===== config.mk =====
export PLATFORM = sky130hd
export DESIGN_NAME = beam_sum_accumulator
export DESIGN_NICKNAME = d
export VERILOG_FILES = /design/src/rtl/beam_sum_accumulator.sv
export SDC_FILE = /design/constraint.sdc
export NUM_CORES = 1
export LEC_CHECK = 0
export CORE_MARGIN = 10
export CORE_UTILIZATION = 57
export CTS_BUF_LIST = sky130_fd_sc_hd__clkbuf_4 sky130_fd_sc_hd__clkbuf_8
export CTS_CLUSTER_DIAMETER = 60
export CTS_CLUSTER_SIZE = 24
export DETAILED_ROUTE_END_ITERATION = 10
export PLACE_DENSITY = 0.9
export REMOVE_ABC_BUFFERS = 1
export SYNTH_ARGS = -nofsm -noshare
export SYNTH_HDL_FRONTEND = slang
export SYNTH_SLANG_ARGS = --single-unit

===== constraint.sdc =====
create_clock -name clk -period 3.58 [get_ports clk]
set_clock_uncertainty 0.15 [all_clocks]
set_input_delay 0.537 -clock clk [delete_from_list [all_inputs] [get_ports clk]]
set_output_delay 0.537 -clock clk [all_outputs]
set_load 0.05 [all_outputs]

===== src/rtl/beam_sum_accumulator.sv =====
// Delay-and-sum frame accumulator: adds NUM_CH signed samples in a guard-bit
// accumulator and hands out one saturated WIDTH-bit sum per frame.
module beam_sum_accumulator #(
  parameter int WIDTH  = 23,
  parameter int NUM_CH = 8
) (
  input  logic                      clk,
  input  logic                      rst_n,
  input  logic                      clr,
  input  logic                      in_valid,
  output logic                      in_ready,
  input  logic [WIDTH-1:0]          in_data,
  output logic                      out_valid,
  input  logic                      out_ready,
  output logic [WIDTH-1:0]          out_data,
  output logic                      out_sat,
  output logic [$clog2(NUM_CH)-1:0] ch_idx
);

  // Handshakes: a transfer happens on a rising edge where valid and ready are
  // both high; valid never depends combinationally on ready.

  localparam int CH_W  = $clog2(NUM_CH);
  localparam int GUARD = CH_W;
  localparam int ACC_W = WIDTH + GUARD;

  localparam logic signed [ACC_W-1:0] MAX_V = {{(GUARD+1){1'b0}}, {(WIDTH-1){1'b1}}};
  localparam logic signed [ACC_W-1:0] MIN_V = {{(GUARD+1){1'b1}}, {(WIDTH-1){1'b0}}};
  localparam logic [WIDTH-1:0]        POS_CLIP = {1'b0, {(WIDTH-1){1'b1}}};
  localparam logic [WIDTH-1:0]        NEG_CLIP = {1'b1, {(WIDTH-1){1'b0}}};

  typedef enum logic {
    ACCUM = 1'b0,
    HOLD  = 1'b1
  } state_t;

  state_t                  state_q;
  state_t                  state_d;
  logic signed [ACC_W-1:0] acc_q;
  logic signed [ACC_W-1:0] in_ext;
  logic signed [ACC_W-1:0] sum;
  logic                    accept;
  logic                    last;
  logic                    out_fire;
  logic [WIDTH-1:0]        sat_data;
  logic                    sat_flag;

  assign in_ext   = {{GUARD{in_data[WIDTH-1]}}, in_data};
  assign sum      = acc_q + in_ext;
  assign accept   = in_valid && in_ready && !clr;
  assign last     = (ch_idx == CH_W'(NUM_CH - 1));
  assign out_fire = out_valid && out_ready && !clr;

  // Clip the wide sum into the WIDTH-bit two's complement range.
  always_comb begin
    sat_data = sum[WIDTH-1:0];
    sat_flag = 1'b0;
    if (sum > MAX_V) begin
      sat_data = POS_CLIP;
      sat_flag = 1'b1;
    end else if (sum < MIN_V) begin
      sat_data = NEG_CLIP;
      sat_flag = 1'b1;
    end
  end

  // State register
  always_ff @(posedge clk or negedge rst_n) begin
    if (!rst_n) begin
      state_q <= ACCUM;
    end else begin
      state_q <= state_d;
    end
  end

  // Next-state logic; clr overrides any same-cycle transfer.
  always_comb begin
    state_d = state_q;
    if (clr) begin
      state_d = ACCUM;
    end else begin
      case (state_q)
        ACCUM:   if (accept && last) state_d = HOLD;
        HOLD:    if (out_fire)       state_d = ACCUM;
        default: state_d = ACCUM;
      endcase
    end
  end

  // Output logic
  always_comb begin
    in_ready = 1'b0;
    case (state_q)
      ACCUM:   in_ready = 1'b1;
      HOLD:    in_ready = 1'b0;
      default: in_ready = 1'b0;
    endcase
  end

  // Datapath registers
  always_ff @(posedge clk or negedge rst_n) begin
    if (!rst_n) begin
      acc_q     <= '0;
      ch_idx    <= '0;
      out_valid <= 1'b0;
      out_data  <= '0;
      out_sat   <= 1'b0;
    end else if (clr) begin
      acc_q     <= '0;
      ch_idx    <= '0;
      out_valid <= 1'b0;
    end else begin
      if (accept) begin
        if (last) begin
          acc_q     <= '0;
          ch_idx    <= '0;
          out_valid <= 1'b1;
          out_data  <= sat_data;
          out_sat   <= sat_flag;
        end else begin
          acc_q  <= sum;
          ch_idx <= ch_idx + CH_W'(1);
        end
      end
      if (out_fire) begin
        out_valid <= 1'b0;
      end
    end
  end

`ifndef SYNTHESIS
  a_hold_stable: assert property (@(posedge clk) disable iff (!rst_n)
    (out_valid && !out_ready && !clr) |=> (out_valid && $stable(out_data) && $stable(out_sat)));
  a_no_input_in_hold: assert property (@(posedge clk) disable iff (!rst_n)
    out_valid |-> !in_ready);
  a_ch_idx_range: assert property (@(posedge clk) disable iff (!rst_n)
    ch_idx <= CH_W'(NUM_CH - 1));
`endif

endmodule


# Word level (Yosys, flattened, before mapping)
# Cells that the tools add are included.
dict set report word_totals {
  register_bits 55
  inputBits 28
  output_inout_bits 29
  wordCells 43
}
dict set report op_classes {
  add_sub_neg 2
  order_cmp 2
  eq_ne 1
  muxes 19
  bitwise 2
  n_reduce_logical 11
}
# operator n
set ops {}
lappend ops {{two-way mux 26 bit} 3}
lappend ops {{two-way mux 23 bit} 2}
lappend ops {{adder 26 x 23 -> 26 bit} 1}
lappend ops {{> comparator 26 x 23 -> 1 bit, second input constant} 1}
lappend ops {{less-than comparator 26 x 23 -> 1 bit, second input constant} 1}
lappend ops {{two-way mux 1 bit} 9}
lappend ops {{two-way mux 3 bit} 3}
lappend ops {{nonzero test 3 bit} 2}
lappend ops {{logical AND 1 bit} 5}
lappend ops {{case mux 1 bit (2 select lines)} 2}
lappend ops {{adder 3 x 1 -> 3 bit, second input constant} 1}
lappend ops {{equality test 3 bit, second input constant} 1}
lappend ops {{AND reduction 3 bit} 1}
lappend ops {{inverter 1 bit} 2}
lappend ops {{AND reduction 2 bit} 1}
lappend ops {{nonzero test 2 bit} 1}
lappend ops {{logical NOT 1 bit} 1}

# Depth between registers and ports, before layout
# Gate-level depths: netlist of the first run.
dict set report depth {
  word_depth 8
  depth_mapped 12
}

# Worst setup path after synthesis of the first run
# Ideal clock, no wire load.
dict set report synth_timing {
  path_type {in2reg}
  startpoint {input in_data[0]}
  endpoint {register out_data[12]}
  t_arrival_ns 2.915
  t_required_ns 3.300
  slack_ns 0.385
  stages 12
  n_path_buf 1
  path_cell_list {ha_1 -> inv_1 -> fa_1 -> nand2b_1 -> a21oi_1 -> o211ai_1 -> a21oi_1 -> mux2i_1 -> nand2_1 -> o31ai_2 -> buf_2 -> a31oi_1}
}
dict set report synth_via {
  elab_chain_cells 4
  word_cells_on_any_way 5
  classes_between {add/sub (1); order compare (2); mux (2)}
}
# element line_no
set synth_rtl {}
lappend synth_rtl {{start, declared} 12} ;# input logic [WIDTH-1:0] in_data,
lappend synth_rtl {{adder 26 x 23 -> 26 bit (*)} 49} ;# assign sum = acc_q + in_ext;
lappend synth_rtl {{less-than comparator 26 x 23 -> 1 bit} 61} ;# end else if (sum < MIN_V) begin
lappend synth_rtl {{two-way mux 23 bit} 61}
lappend synth_rtl {{two-way mux 23 bit (*)} 58} ;# if (sum > MAX_V) begin
lappend synth_rtl {{end signal, assigned} 118} ;# out_data <= sat_data;
lappend synth_rtl {{end, declared} 15} ;# output logic [WIDTH-1:0] out_data,
# Mark *: on every way between the ends. The rest lies on a longest branch, timed or not.
# A chain may end at the register's enable or synchronous reset.

# Worst setup path in the final report of the first run
dict set report layout_timing {
  startpoint {input in_data[0]}
  endpoint {register out_data[1]}
}
# Same word-level chain as after synthesis.

==> impl_results.md, run 1 <==
* Status: finished, violations left
* Failing checks: hold timing
* Largest stage delay, worst path at 0.46 ns
* Max-slew headroom at 0.551
* Logic pwr share at 0.467
* Final min period at 3.38 ns
* Die Span Y at 103 um
* Die width at 103 um
* Post-Syn Instances at 453
* # nets final at 577
* Final hold slack at -0.0151 ns
* ANT cells at 0
* Pre-CTS WS at -0.210 ns
* Initial antenna violation count at 1
* Pwr Total at 2270 uW
* Final worst slack at 0.203 ns
* Max_cap viols at 0
* GRT Max-Usage Layer: met2
* Post-synthesis sequential area ratio at 0.354
* Final cell count without fillers at 602
* Peak Freq at 296 MHz
* Synth cell types at 55
* GRT Util Overall at 0.221
* HPWL after detailed placement at 8770 um
* Core box area at 0.00672 mm2
* Synth top area share at 0.354
* Post-Place Cells at 594
* Worst hold-check path type: primary input to async pin
* Register share of total power at 0.310
* Worst skew pair latency at 0.32 ns
* I/O pin total at 57
* P&R area growth vs syn at 23.7%
* Port bufs at 56
* First-pass GRT wire length at 18900 um
* Pin count of the biggest net entering global routing at 39
* # DRC at 0
* Clock transition at path regs at 0.11 ns
* DR pass1 iterations at 5
* Longest Clk Path Bufs at 2
* R2R Path Start: acc_q[19]
* Critical path required time at 3.63 ns
* Initial core utilization at 0.579
* NetSw at 903 uW
* CTS tree: yes
* Primary FF master, synth: dfrtp_1
* Syn_area_per_cell at 8.59 um2
* Synth Register Bits at 55
* CP Cell Sequence: clkdlybuf4s50_1 -> ha_1 -> inv_1 -> fa_1 -> nand2b_1 -> a21oi_2 -> o211ai_1 -> a21oi_1 -> mux2i_1 -> nand2_1 -> o31ai_2 -> buf_4 -> a31oi_1
* Slew Limit Fails at 0
* Synthesis warning total at 0
* 1st-iter DRT viols at 337
* Root Driver: clkbuf_8
* Vias per cell at 6.48
* Critical-path maximum fanout at 12
* Die ar. at 0.0105 mm2
* Row count at 30
* Least-Margin Pin Slew at 0.672 ns
* Critical path launch point type: primary input
* Internal at 1370 uW
* Asr flop ratio synth at 1.00
* Vias at 3901
* TritonCTS Buffers at 5
* Gpl congestion at 0.987
* GR Overflow Total at 0
* Unrepaired setup endpoints after global routing: false
* Leakage at 0.00211 uW
* Tcrit/Tclk final at 0.943
* H-tree depth at 2
* M3 GR Usage at 0.0409
* Crit Path Category: primary input to register
* Pwr Density at 471 mW/mm2
* Grt met1 use at 0.278
* ANT nets after route at 0
* Slowest CP cell: clkdlybuf4s50_1
* Capturing element type of the critical path: register
* Met2 GRT Util at 0.379
* Total Wirelength at 11500 um
* Share of layout cells above drive strength 1 at 0.102
* Peak supply drop at 0.241 mV
* Clock Power Share at 0.223
* Vias in the first global route at 3869
* Post-synth EDFFs at 0
* Most common cell in the netlist: dfrtp_1
* Worst reg2reg endpoint: out_data[1]
* Final hold violations at 17
* Synth top area cells: dfrtp_1, ha_1, a21oi_1
* Commonest cells post-synth: dfrtp_1, a21oi_1, nand2_1
* Sw Share at 0.398
* R2r setup slk at 0.50 ns
* Final setup vio count at 0
* Worst r2r path cells at 10
* Hold bufs inserted after CTS at 0
* Sinks on Clock Net at 55
* Arrival @ worst endpoint at 3.42 ns
* Post-Syn Area at 0.00389 mm2
* Routed WL per cell at 19.2 um
* Yosys top cell by area: dfrtp_1
[cells in the final DEF, fill, tap and decap left out, types with 10 or more instances in the layout]
cell	instances
dfrtp_1	55
clkdlybuf4s50_1	55
a21oi_1	51
nand2_1	49
nor2_1	34
buf_4	31
ha_1	27
a31oi_1	25
nand4_1	22
o21ai_0	21
a22o_1	18
xor2_1	10
[worst max path at each step]
stage	from	end	slack (ns)	cells after the start
CTS	in_data[0]	out_data[16]	0.09	12
global route	in_data[0]	out_data[3]	0.04	13
detailed placement	in_data[0]	out_data[16]	-0.21	12
floorplan	in_data[0]	out_data[0]	-0.18	11
global placement	in_data[0]	out_data[21]	-0.09	12
finish	in_data[0]	out_data[1]	0.20	13
[cell type report]
class / instances / area, um2
sequential: 55 / 1380
clock buffer: 6 / 76.3
timing repair buffer: 88 / 808
multi-input combinational: 364 / 2370
tap: 80 / 100
inverter: 7 / 26.3
fill: 528 / 1900
clock inverter: 2 / 60.1
[power by group through the flow]
stage          Clock [uW]  Combinational (uW)  Sequential, uW
2_1_floorplan           0                 638             716
3_3_place_gp            0                1000             711
3_5_place_dp            0                1020             714
4_1_cts               508                1030             702
5_1_grt               532                1150             707
6_report              506                1060             702
[per-stage QoR]
| stage | setup TNS (ns) | utilization | instance area (um2) | hold WS (ns) |
|---|---|---|---|---|
| after global routing | 0 | 0.717 | 4810 | 0.0298 |
| after global placement | -0.575 | 0.695 | 4670 | 0.320 |
| after CTS | 0 | 0.715 | 4800 | 0.00284 |
| after floorplan | -4.01 | - | 3750 | 0.0914 |
| final | 0 | 0.717 | 4810 | -0.0151 |
| after detailed placement | -3.90 | 0.695 | 4670 | 0.326 |
[critical path, delay by kind of cell]
| family | cells | cell delay, ns |
|---|---|---|
| AO/OA/AOI/OAI | 5 | 1.03 |
| buffers and inverters | 3 | 0.76 |
| adder cells (fa/ha/maj) | 2 | 0.56 |
| AND/OR/NAND/NOR | 2 | 0.31 |
| multiplexers | 1 | 0.23 |
[cell families (layout without fill, tap and decap cells)]
logic type,after synthesis,after routing,share of synthesized area
adders and majority gates,28,28,0.0919
and+or+nand+nor,147,147,0.181
buffers and inverters,34,103,0.0424
DFF,55,55,0.354
xor gates and xnor gates,18,18,0.0405
AOI/OAI and AO/OA,169,169,0.285
muxes,2,2,0.00546
[timing repair]
action                                  4_1_cts  5_1_grt
endpoints found under the hold margin         0        0
resized for setup                             0        2
buffers inserted                              0        0
endpoints found under the setup margin        0       21
[flip-flops by register name (all words and copies together) (netlist names)]
| register | flops |
|---|---|
| ch_idx | 3 |
| out_sat | 1 |
| acc_q | 26 |
| out_valid | 1 |
| out_data | 23 |
| state_q | 1 |
[layer usage]
layer | up-vias | routed length (um)
li1 | 1836 | -
met1 | 1860 | 4870
met2 | 179 | 5590
met3 | 26 | 847
met4 | 0 | 222
met5 | - | 0
Power figures use the tool's default switching activity.
==> inputs of run 2 (changes only) <==
Settings changed: PLACE_DENSITY 0.9 to 0.83.
==> run 2 against run 1 <==
Effect of this change:
- the run now ends clean
- register-to-register slack improved by 0.02 ns
- core utilization decreased by 0.69 points
- combinational power about the same
- sequential cell count unchanged
- cell count increased by 0.17%
==> impl_results.md, run 2 (synthesis gave the netlist of run 1 again) <==
* # nets final at 578 (+0.17%)
* CTS tree: yes
* Peak supply drop at 0.290 mV (+20%)
* Leakage at 0.00209 uW (-0.84%)
* Arrival @ worst endpoint at 3.47 ns (+0.05 ns)
* Die width at 103 um (unchanged)
* Reg with most FFs: acc_q
* Internal at 1240 uW (-9.5%)
* Critical-path maximum fanout at 7 (-5)
* P&R area growth vs syn at 22.5%
* Crit Path Category: primary input to register
* Vias at 3949 (+1.2%)
* HPWL after detailed placement at 9050 um (+3.1%)
* # DRC at 0 (unchanged)
* Final setup vio count at 0 (unchanged)
* Slowest CP cell: clkdlybuf4s50_1
* Crit-path leading delay family: compound AO/OA/AOI/OAI gates
* Max reg flops at 26 (unchanged)
* Logic pwr share at 0.495 (+0.028)
* Gpl congestion at 0.949 (-3.8%)
* Status: finished, final reports clean
* WP buf/inv at 2 (-1)
* Total Wirelength at 12000 um (+4.1%)
* Vias in the first global route at 3973 (+2.7%)
* Top flop regs: acc_q x26, out_data x23, ch_idx x3
* ANT cells at 0 (unchanged)
* Initial antenna violation count at 0 (-1)
* Clock transition at path regs at 0.11 ns (about the same)
* Max_cap viols at 0 (unchanged)
* Pin count of the biggest net entering global routing at 35 (-10%)
* Worst hold-check path type: primary input to async pin
* Pwr Density at 451 mW/mm2 (-4.3%)
* Row count at 30 (unchanged)
* Tcrit/Tclk final at 0.943 (about the same)
* Max-slew headroom at 0.114 (-0.438)
* NetSw at 914 uW (+1.2%)
* Initial core utilization at 0.579 (unchanged)
* Vias per cell at 6.55 (+1.1%)
* Longest Clk Path Bufs at 2 (unchanged)
* R2R Path Start: acc_q[12]
* Critical path launch point type: primary input
* Core box area at 0.00672 mm2 (unchanged)
* Final min period at 3.38 ns (-0.00134 ns)
* Routed WL per cell at 19.9 um (+3.9%)
* Util after Layout at 0.710 (-0.00689)
* H-tree depth at 2 (unchanged)
* Unrepaired setup endpoints after global routing: false
* CTS resizes at 0 (unchanged)
* First-pass GRT wire length at 19600 um (+4.1%)
* Sinks on Clock Net at 55 (unchanged)
* Least-Margin Pin Slew at 1.32 ns (+0.653 ns)
* Share of layout cells above drive strength 1 at 0.103 (+0.00172)
* Peak Freq at 296 MHz (about the same)
* Sw Share at 0.425 (+0.0271)
* I/O pin total at 57 (unchanged)
* DR pass1 iterations at 5 (unchanged)
* Clock Power Share at 0.179 (-0.044)
* GRT Util Overall at 0.232 (+0.0116)
* Register share of total power at 0.326 (+0.016)
* CP Cell Sequence: clkdlybuf4s50_1 -> ha_1 -> inv_1 -> fa_1 -> nand2b_1 -> a21oi_2 -> a211oi_1 -> o21a_1 -> a211oi_2 -> o311ai_1 -> or3_1 -> a31oi_1
* Port bufs at 56 (unchanged)
* Final hold violations at 0 (-17)
* Final hold slack at 0.0501 ns (+0.0652 ns)
* Commonest cells after routing, fill and taps aside: dfrtp_1, clkdlybuf4s50_1, a21oi_1
* Root Driver: clkbuf_8
* ANT nets after route at 0 (unchanged)
* Post-Place Cells at 595 (+0.17%)
* Die Span Y at 103 um (unchanged)
* Slew Limit Fails at 0 (unchanged)
* Critical path required time at 3.68 ns (+0.05 ns)
* Capturing element type of the critical path: register
* Critical path origin: in_data[0]
* Largest stage delay, worst path at 0.46 ns (about the same)
* Post-CTS setup repair buffer count at 0 (unchanged)
* Worst skew pair latency at 0.32 ns (about the same)
* 1st-iter DRT viols at 388 (+15%)
* Die ar. at 0.0105 mm2 (unchanged)
* Final cell count without fillers at 603 (+0.17%)
* GR Overflow Total at 0 (unchanged)
* Hold bufs inserted after CTS at 0 (unchanged)
* TritonCTS Buffers at 5 (unchanged)
* Pwr Total at 2150 uW (-5.2%)
run 2: power groups by stage:
stage | clock network [uW] | logic, uW | registers [uW]
after floorplan | 0 | 638 | 716
after global placement | 0 | 997 | 710
after detailed placement | 0 | 1030 | 713
after CTS | 391 | 1030 | 700
after global routing | 416 | 1150 | 706
final | 386 | 1060 | 700
run 2: worst paths after layout:
path,cells after the start,slack (ns),end
setup / recovery,12,0.20,out_data[19]
hold / removal,1,0.05,acc_q[15]
setup reg to reg,9,0.52,out_data[19]
hold reg to reg,2,0.35,acc_q[20]
max in group asynchronous,2,2.36,out_data[15]
min in group clk,2,0.35,acc_q[20]
run 2: cell type report:
class                   instances  area (um2)
repair buffers                 89         803
well taps                      80         100
inverters                       7        26.3
clock buffers                   7        90.1
fillers                       538        1950
clock inverters                 1        8.76
flip-flops and latches         55        1380
multi-input cells             364        2360
run 2: worst reg2reg max path, delay by kind of cell (launching register included):
kind	cells	cell delay (ns)
AOI/OAI and AO/OA	5	1.20
and+or+nand+nor	3	0.83
DFF	1	0.40
adders and majority gates	1	0.41
run 2: routing by layer:
layer,part of all wire,GRT usage,vias up
met1,0.43,0.300,1885
li1,-,-,1851
met5,0,0,-
met3,0.074,0.0395,25
met2,0.48,0.382,188
met4,0.018,0.0824,0
run 2: stage by stage:
| stage | setup WS (ns) | instance area (um2) | setup TNS [ns] |
|---|---|---|---|
| after floorplan | -0.185 | 3750 | -4.01 |
| after global placement | -0.0652 | 4660 | -0.608 |
| after detailed placement | -0.204 | 4660 | -3.75 |
| after CTS | 0.110 | 4760 | 0 |
| after global routing | 0.0108 | 4770 | 0 |
| final | 0.205 | 4770 | 0 |
==> inputs of run 3 (changes only) <==
Settings changed: SETUP_SLACK_MARGIN from default to 0.1.
==> run 3 against run 2 <==
Effect of this change:
- wire length rose by 1.5%
- combinational power is 6% higher
- first-iteration DRC count grew 20%
- worst hold slack gained 0.0011 ns
- sequential share of layout area down 0.52 points
- cell area increased by 1.8%
- die area stayed put
- non-clock buffer count up 2
==> impl_results.md, run 3 (synthesis gave the netlist of run 1 again) <==
* Logic pwr share at 0.508 (+0.013)
* Tcrit/Tclk final at 0.952 (+0.00934)
* Core box area at 0.00672 mm2 (unchanged)
* Internal at 1260 uW (+2.0%)
* Pwr Density at 454 mW/mm2 (+0.61%)
* Die Span Y at 103 um (unchanged)
* Final cell count without fillers at 605 (+0.33%)
* Max-slew headroom at 0.120 (+0.00696)
* CP Cell Sequence: clkdlybuf4s50_1 -> ha_1 -> o211ai_1 -> o211ai_1 -> buf_4 -> nand3_1 -> a21oi_2 -> o21ai_1 -> o31a_1 -> o31ai_4 -> buf_4 -> a31oi_1
* Pwr Total at 2200 uW (+2.5%)
* Slowest CP cell: clkdlybuf4s50_1
* R2r setup slk at 0.40 ns (-0.12 ns)
* Vias per cell at 6.60 (+0.73%)
* Peak supply drop at 0.290 mV (-0.15%)
* Setup_tns at 0 ns (unchanged)
* Sw Share at 0.428 (+0.00236)
* Leakage at 0.00211 uW (+0.86%)
* H-tree depth at 2 (unchanged)
* # nets final at 580 (+0.35%)
* Routed WL per cell at 20.1 um (+1.2%)
* NetSw at 942 uW (+3.0%)
* Final min period at 3.41 ns (+0.0334 ns)
* Row count at 30 (unchanged)
* Capturing element type of the critical path: register
* Critical-path maximum fanout at 6 (-1)
* 1st-iter DRT viols at 464 (+20%)
* Vias in the first global route at 3973 (unchanged)
* WP buf/inv at 3 (+1)
* Die width at 103 um (unchanged)
* Sinks on Clock Net at 55 (unchanged)
* Vias at 3991 (+1.1%)
* Total Wirelength at 12200 um (+1.5%)
* Critical path launch point type: primary input
* I/O pin total at 57 (unchanged)
* Least-Margin Pin Slew at 1.31 ns (-0.0104 ns)
* Slew Limit Fails at 0 (unchanged)
* Final hold violations at 0 (unchanged)
* Gpl congestion at 0.949 (unchanged)
* P&R area growth vs syn at 24.8%
* Root Driver: clkbuf_8
* Peak Freq at 293 MHz (-0.98%)
* Worst hold-check path type: primary input to async pin
* Worst skew pair latency at 0.32 ns (about the same)
* Initial antenna violation count at 0 (unchanged)
* Arrival @ worst endpoint at 3.46 ns (about the same)
* HPWL after detailed placement at 9050 um (unchanged)
* # DRC at 0 (unchanged)
* First-pass GRT wire length at 19600 um (unchanged)
* Max reg flops at 26 (unchanged)
* Register share of total power at 0.318 (-0.008)
* Die ar. at 0.0105 mm2 (unchanged)
* Top flop regs: acc_q x26, out_data x23, ch_idx x3
* R2R Path Start: acc_q[4]
* Reg with most FFs: acc_q
* Clock Power Share at 0.174 (-0.005)
* Final setup vio count at 0 (unchanged)
* Max_cap viols at 0 (unchanged)
* Unrepaired setup endpoints after global routing: true
* Crit-path leading delay family: compound AO/OA/AOI/OAI gates
* Worst r2r path cells at 11 (+2)
* Worst reg2reg endpoint: out_data[18]
* Largest stage delay, worst path at 0.40 ns (-0.06 ns)
* Crit Path Category: primary input to register
* Hold bufs inserted after CTS at 0 (unchanged)
* Post-Place Cells at 595 (unchanged)
* ANT nets after route at 0 (unchanged)
* ANT cells at 0 (unchanged)
* Status: finished, final reports clean
* Clock transition at path regs at 0.11 ns (about the same)
* DR pass1 iterations at 7 (+2)
* Share of layout cells above drive strength 1 at 0.118 (+0.0148)
* Port bufs at 56 (unchanged)
* GRT Util Overall at 0.232 (unchanged)
* Initial core utilization at 0.579 (unchanged)
* Pin count of the biggest net entering global routing at 35 (unchanged)
* GR Overflow Total at 0 (unchanged)
* Commonest cells after routing, fill and taps aside: dfrtp_1, clkdlybuf4s50_1, a21oi_1
* Longest Clk Path Bufs at 2 (unchanged)
* Critical path required time at 3.63 ns (-0.05 ns)
* TritonCTS Buffers at 5 (unchanged)
* CTS tree: yes
[run 3: timing repair]
| action | CTS | global route |
|---|---|---|
| buffers inserted | 0 | 1 |
| resized for setup | 0 | 15 |
| endpoints found under the setup margin | 0 | 23 |
[run 3: worst register-to-register path: cells and delay by family, from the launching register on]
kind / cells / cell delay, ns
compound gates: 7 / 1.67
fa+ha+maj: 1 / 0.36
buf+inv: 2 / 0.39
flops: 1 / 0.40
simple gates: 1 / 0.12
[run 3: how the worst max path moves through the flow]
stage                           from      endpoint  cells past startpoint
after detailed placement  in_data[0]   out_data[4]                     13
after floorplan           in_data[0]   out_data[0]                     11
after global placement    in_data[0]  out_data[21]                     12
final                     in_data[4]  out_data[18]                     12
after CTS                 in_data[0]   out_data[4]                     13
after global routing      in_data[0]  out_data[17]                     13
[run 3: final cells by class]
cell class	instances	area (um2)
Tap cell	80	100
Fill cell	516	1860
Inverter	7	26.3
Clock inverter	1	8.76
Clock buffer	7	90.1
Sequential cell	55	1380
Multi-Input combinational cell	364	2430
Timing Repair Buffer	91	826
[run 3: metal layers]
metal,GRT usage,vias up,wire [um],part of all wire
met1,0.300,1909,5180,0.43
met5,0,-,0,0
met3,0.0395,25,894,0.073
met4,0.0824,0,197,0.016
li1,-,1851,-,-
met2,0.382,206,5920,0.49
[run 3: stage by stage]
stage                     setup WS (ns)  instance area, um2  utilization  hold slack, ns
after CTS                         0.110                4760        0.709          0.0644
after detailed placement         -0.204                4660        0.694           0.329
after global routing             0.0573                4860        0.723          0.0802
after global placement          -0.0652                4660        0.694           0.322
after floorplan                  -0.185                3750            -          0.0914
final                             0.171                4860        0.723          0.0512
[run 3: power by group through the flow]
| stage | clock (uW) | combinational (uW) | sequential [uW] |
|---|---|---|---|
| CTS | 391 | 1030 | 700 |
| global route | 416 | 1210 | 706 |
| detailed placement | 0 | 1030 | 713 |
| global placement | 0 | 997 | 710 |
| floorplan | 0 | 638 | 716 |
| finish | 383 | 1120 | 700 |
==> RTL edit (settings of run 3) <==
Reset style: synchronous (`rst_n`), changed in 2 clocked blocks.
--- a/src/rtl/beam_sum_accumulator.sv
+++ b/src/rtl/beam_sum_accumulator.sv
@@ -65,7 +65,7 @@
   end
 
   // State register
-  always_ff @(posedge clk or negedge rst_n) begin
+  always_ff @(posedge clk) begin
     if (!rst_n) begin
       state_q <= ACCUM;
     end else begin
@@ -98,7 +98,7 @@
   end
 
   // Datapath registers
-  always_ff @(posedge clk or negedge rst_n) begin
+  always_ff @(posedge clk) begin
     if (!rst_n) begin
       acc_q     <= '0;
       ch_idx    <= '0;
Function: differs if rst_n is asserted again (counterexample within 4 cycles, from zero or initial values and one cycle with rst_n low); with rst_n held inactive, the same outputs for 4 cycles.
==> RTL edit against run 3 <==
- synthesized cell count shrank 1.3%
- worst setup slack gained 57 ps
- synthesized area shrank 3.6%
- design area shrank 1.7%
- worst hold slack gained 270 ps
- sequential cell count is the same
- global-route usage shrank 2.1 points
- routed wire length shrank 11%
- highest routed layer unchanged
- critical path depth shrank 1
Power is not compared: it rests on default switching activity, and its combinational part moved more than twofold at a synthesized area within 25%.
==> RTL edit: results (changes against run 3) <==
- Status: finished clean
- Biggest registers after layout: acc_q: 26 flops, out_data: 23 flops, ch_idx: 3 flops
- Vias: 3801 (-4.8%)
- Syn Area/Cell: 8.39 µm² (-2.3%)
- Leak Pwr: 1.93 nW
- Netlist cell types: 72 (+31%)
- Dpl hpwl: 8.28 mm (-8.5%)
- CTS Buffer Depth: 2 (unchanged)
- Largest net degree at the start of global routing: 23 (-34%)
- Number of port buffers: 56 (unchanged)
- Vias per cell: 6.20 (-6.0%)
- Max VDD drop: 0.212 mV
- Final nets: 591 (+1.9%)
- Number of diodes: 0 (unchanged)
- GPL Wtd Cong: 0.959 (+0.99%)
- Synth async-reset ratio: 0% (-100 points)
- Slew @ Worst Pin: 740 ps (-574 ps)
- Initial drt markers: 252 (-46%)
- Post-Place Cell Area: 4650 µm² (-0.19%)
- Seq/Total Area, Yosys: 29.3% (-6.0 points)
- Synth top area cells: dfxtp_1 29%, ha_1 9.0%, nor2_1 4.4%
- GRT Total Usage: 21.2% (-2.1 points)
- Post-synth top cells: 55 x dfxtp_1, 44 x nor2_1, 27 x ha_1, 27 x nand2_1, 27 x o21ai_0
- Layout cells sized above 1: 16.4% (+4.6 points)
- Worst Path Arrival: 3410 ps (-50 ps)
- DP Worst Slack: -173 ps (+30.7 ps)
- Yosys Warn Count: 0 (unchanged)
- Drt wl/cell: 17.6 µm (-13%)
- Hold WC Path Type: reg -> reg
- Global-route wire length before repair: 18.1 mm (-7.8%)
- Crit-path max FO: 4 (-2)
- Pre-antenna DRT Iters: 7 (unchanged)
- Cell Count Post-Placement: 605 (+1.7%)
[RTL edit: cell count changes after synthesis, moves of 20 or more]
cell     change
a21oi_1     -26
dfxtp_1     +55
nand4_1     -20
nand2_1     -22
dfrtp_1     -55
[RTL edit: power breakdown]
group | switching, mW | internal [mW] | total (mW)
combinational | 0.185 | 0.159 | 0.344
sequential | 0.00508 | 0.620 | 0.625
clock | 0.216 | 0.167 | 0.383
[RTL edit: cell families after synthesis]
| logic type | count (synthesis) | synth area share (%) |
|---|---|---|
| and+or+nand+nor | 143 | 18.9 |
| adders and majority gates | 28 | 9.54 |
| DFF | 55 | 29.3 |
| AOI/OAI and AO/OA | 168 | 33.2 |
| muxes | 3 | 0.867 |
| buffers and inverters | 33 | 4.20 |
| xor gates and xnor gates | 17 | 3.97 |
[RTL edit: through the flow]
stage	util [%]	TNS, ps	total power [mW]
4_1_cts	74.4	0	1.34
3_3_place_gp	72.9	-506	0.963
5_1_grt	74.7	0	1.41
6_report	74.7	0	1.35
3_5_place_dp	72.9	-2110	0.971
2_1_floorplan	-	0	0.834
[RTL edit: repair_timing]
item                       in CTS  in global routing
setup endpoints to repair       0                 20
hold buffers                    0                  0
resized for setup               0                  6
hold endpoints to repair        0                  0
buffers inserted                0                  0
[RTL edit: metal layers]
| layer | track usage, % | share of wire, % |
|---|---|---|
| met1 | 25.6 | 42 |
| met2 | 37.6 | 50 |
| met3 | 3.61 | 5.8 |
| met4 | 5.68 | 1.3 |
| met5 | 0 | 0 |
[RTL edit: worst paths after layout]
kind                              startpoint           end  slack, ps  cells after the start
worst min register to register  out_data[22]  out_data[22]        320                      2
worst min-delay path            out_data[22]  out_data[22]        320                      2
worst max register to register     acc_q[11]   out_data[1]        570                     10
worst max-delay path             in_data[11]   out_data[1]        230                     11
[RTL edit: layout make-up]
cell class / count / area, µm²
repair buffers: 105 / 932
multi-input cells: 359 / 2510
clock inverters: 1 / 8.76
inverters: 9 / 33.8
clock buffers: 7 / 90.1
well taps: 77 / 96.3
flip-flops and latches: 55 / 1100
fillers: 475 / 1610
[RTL edit: critical path: stages]
cell             delay, ps
clkdlybuf4s50_1        430
ha_1                   350
buf_4                  160
a211oi_1               190
nand2_1                110
a22oi_1                340
nand2_2                160
o311a_4                430
a21oi_4                220
a211oi_2               130
a2111oi_2              360
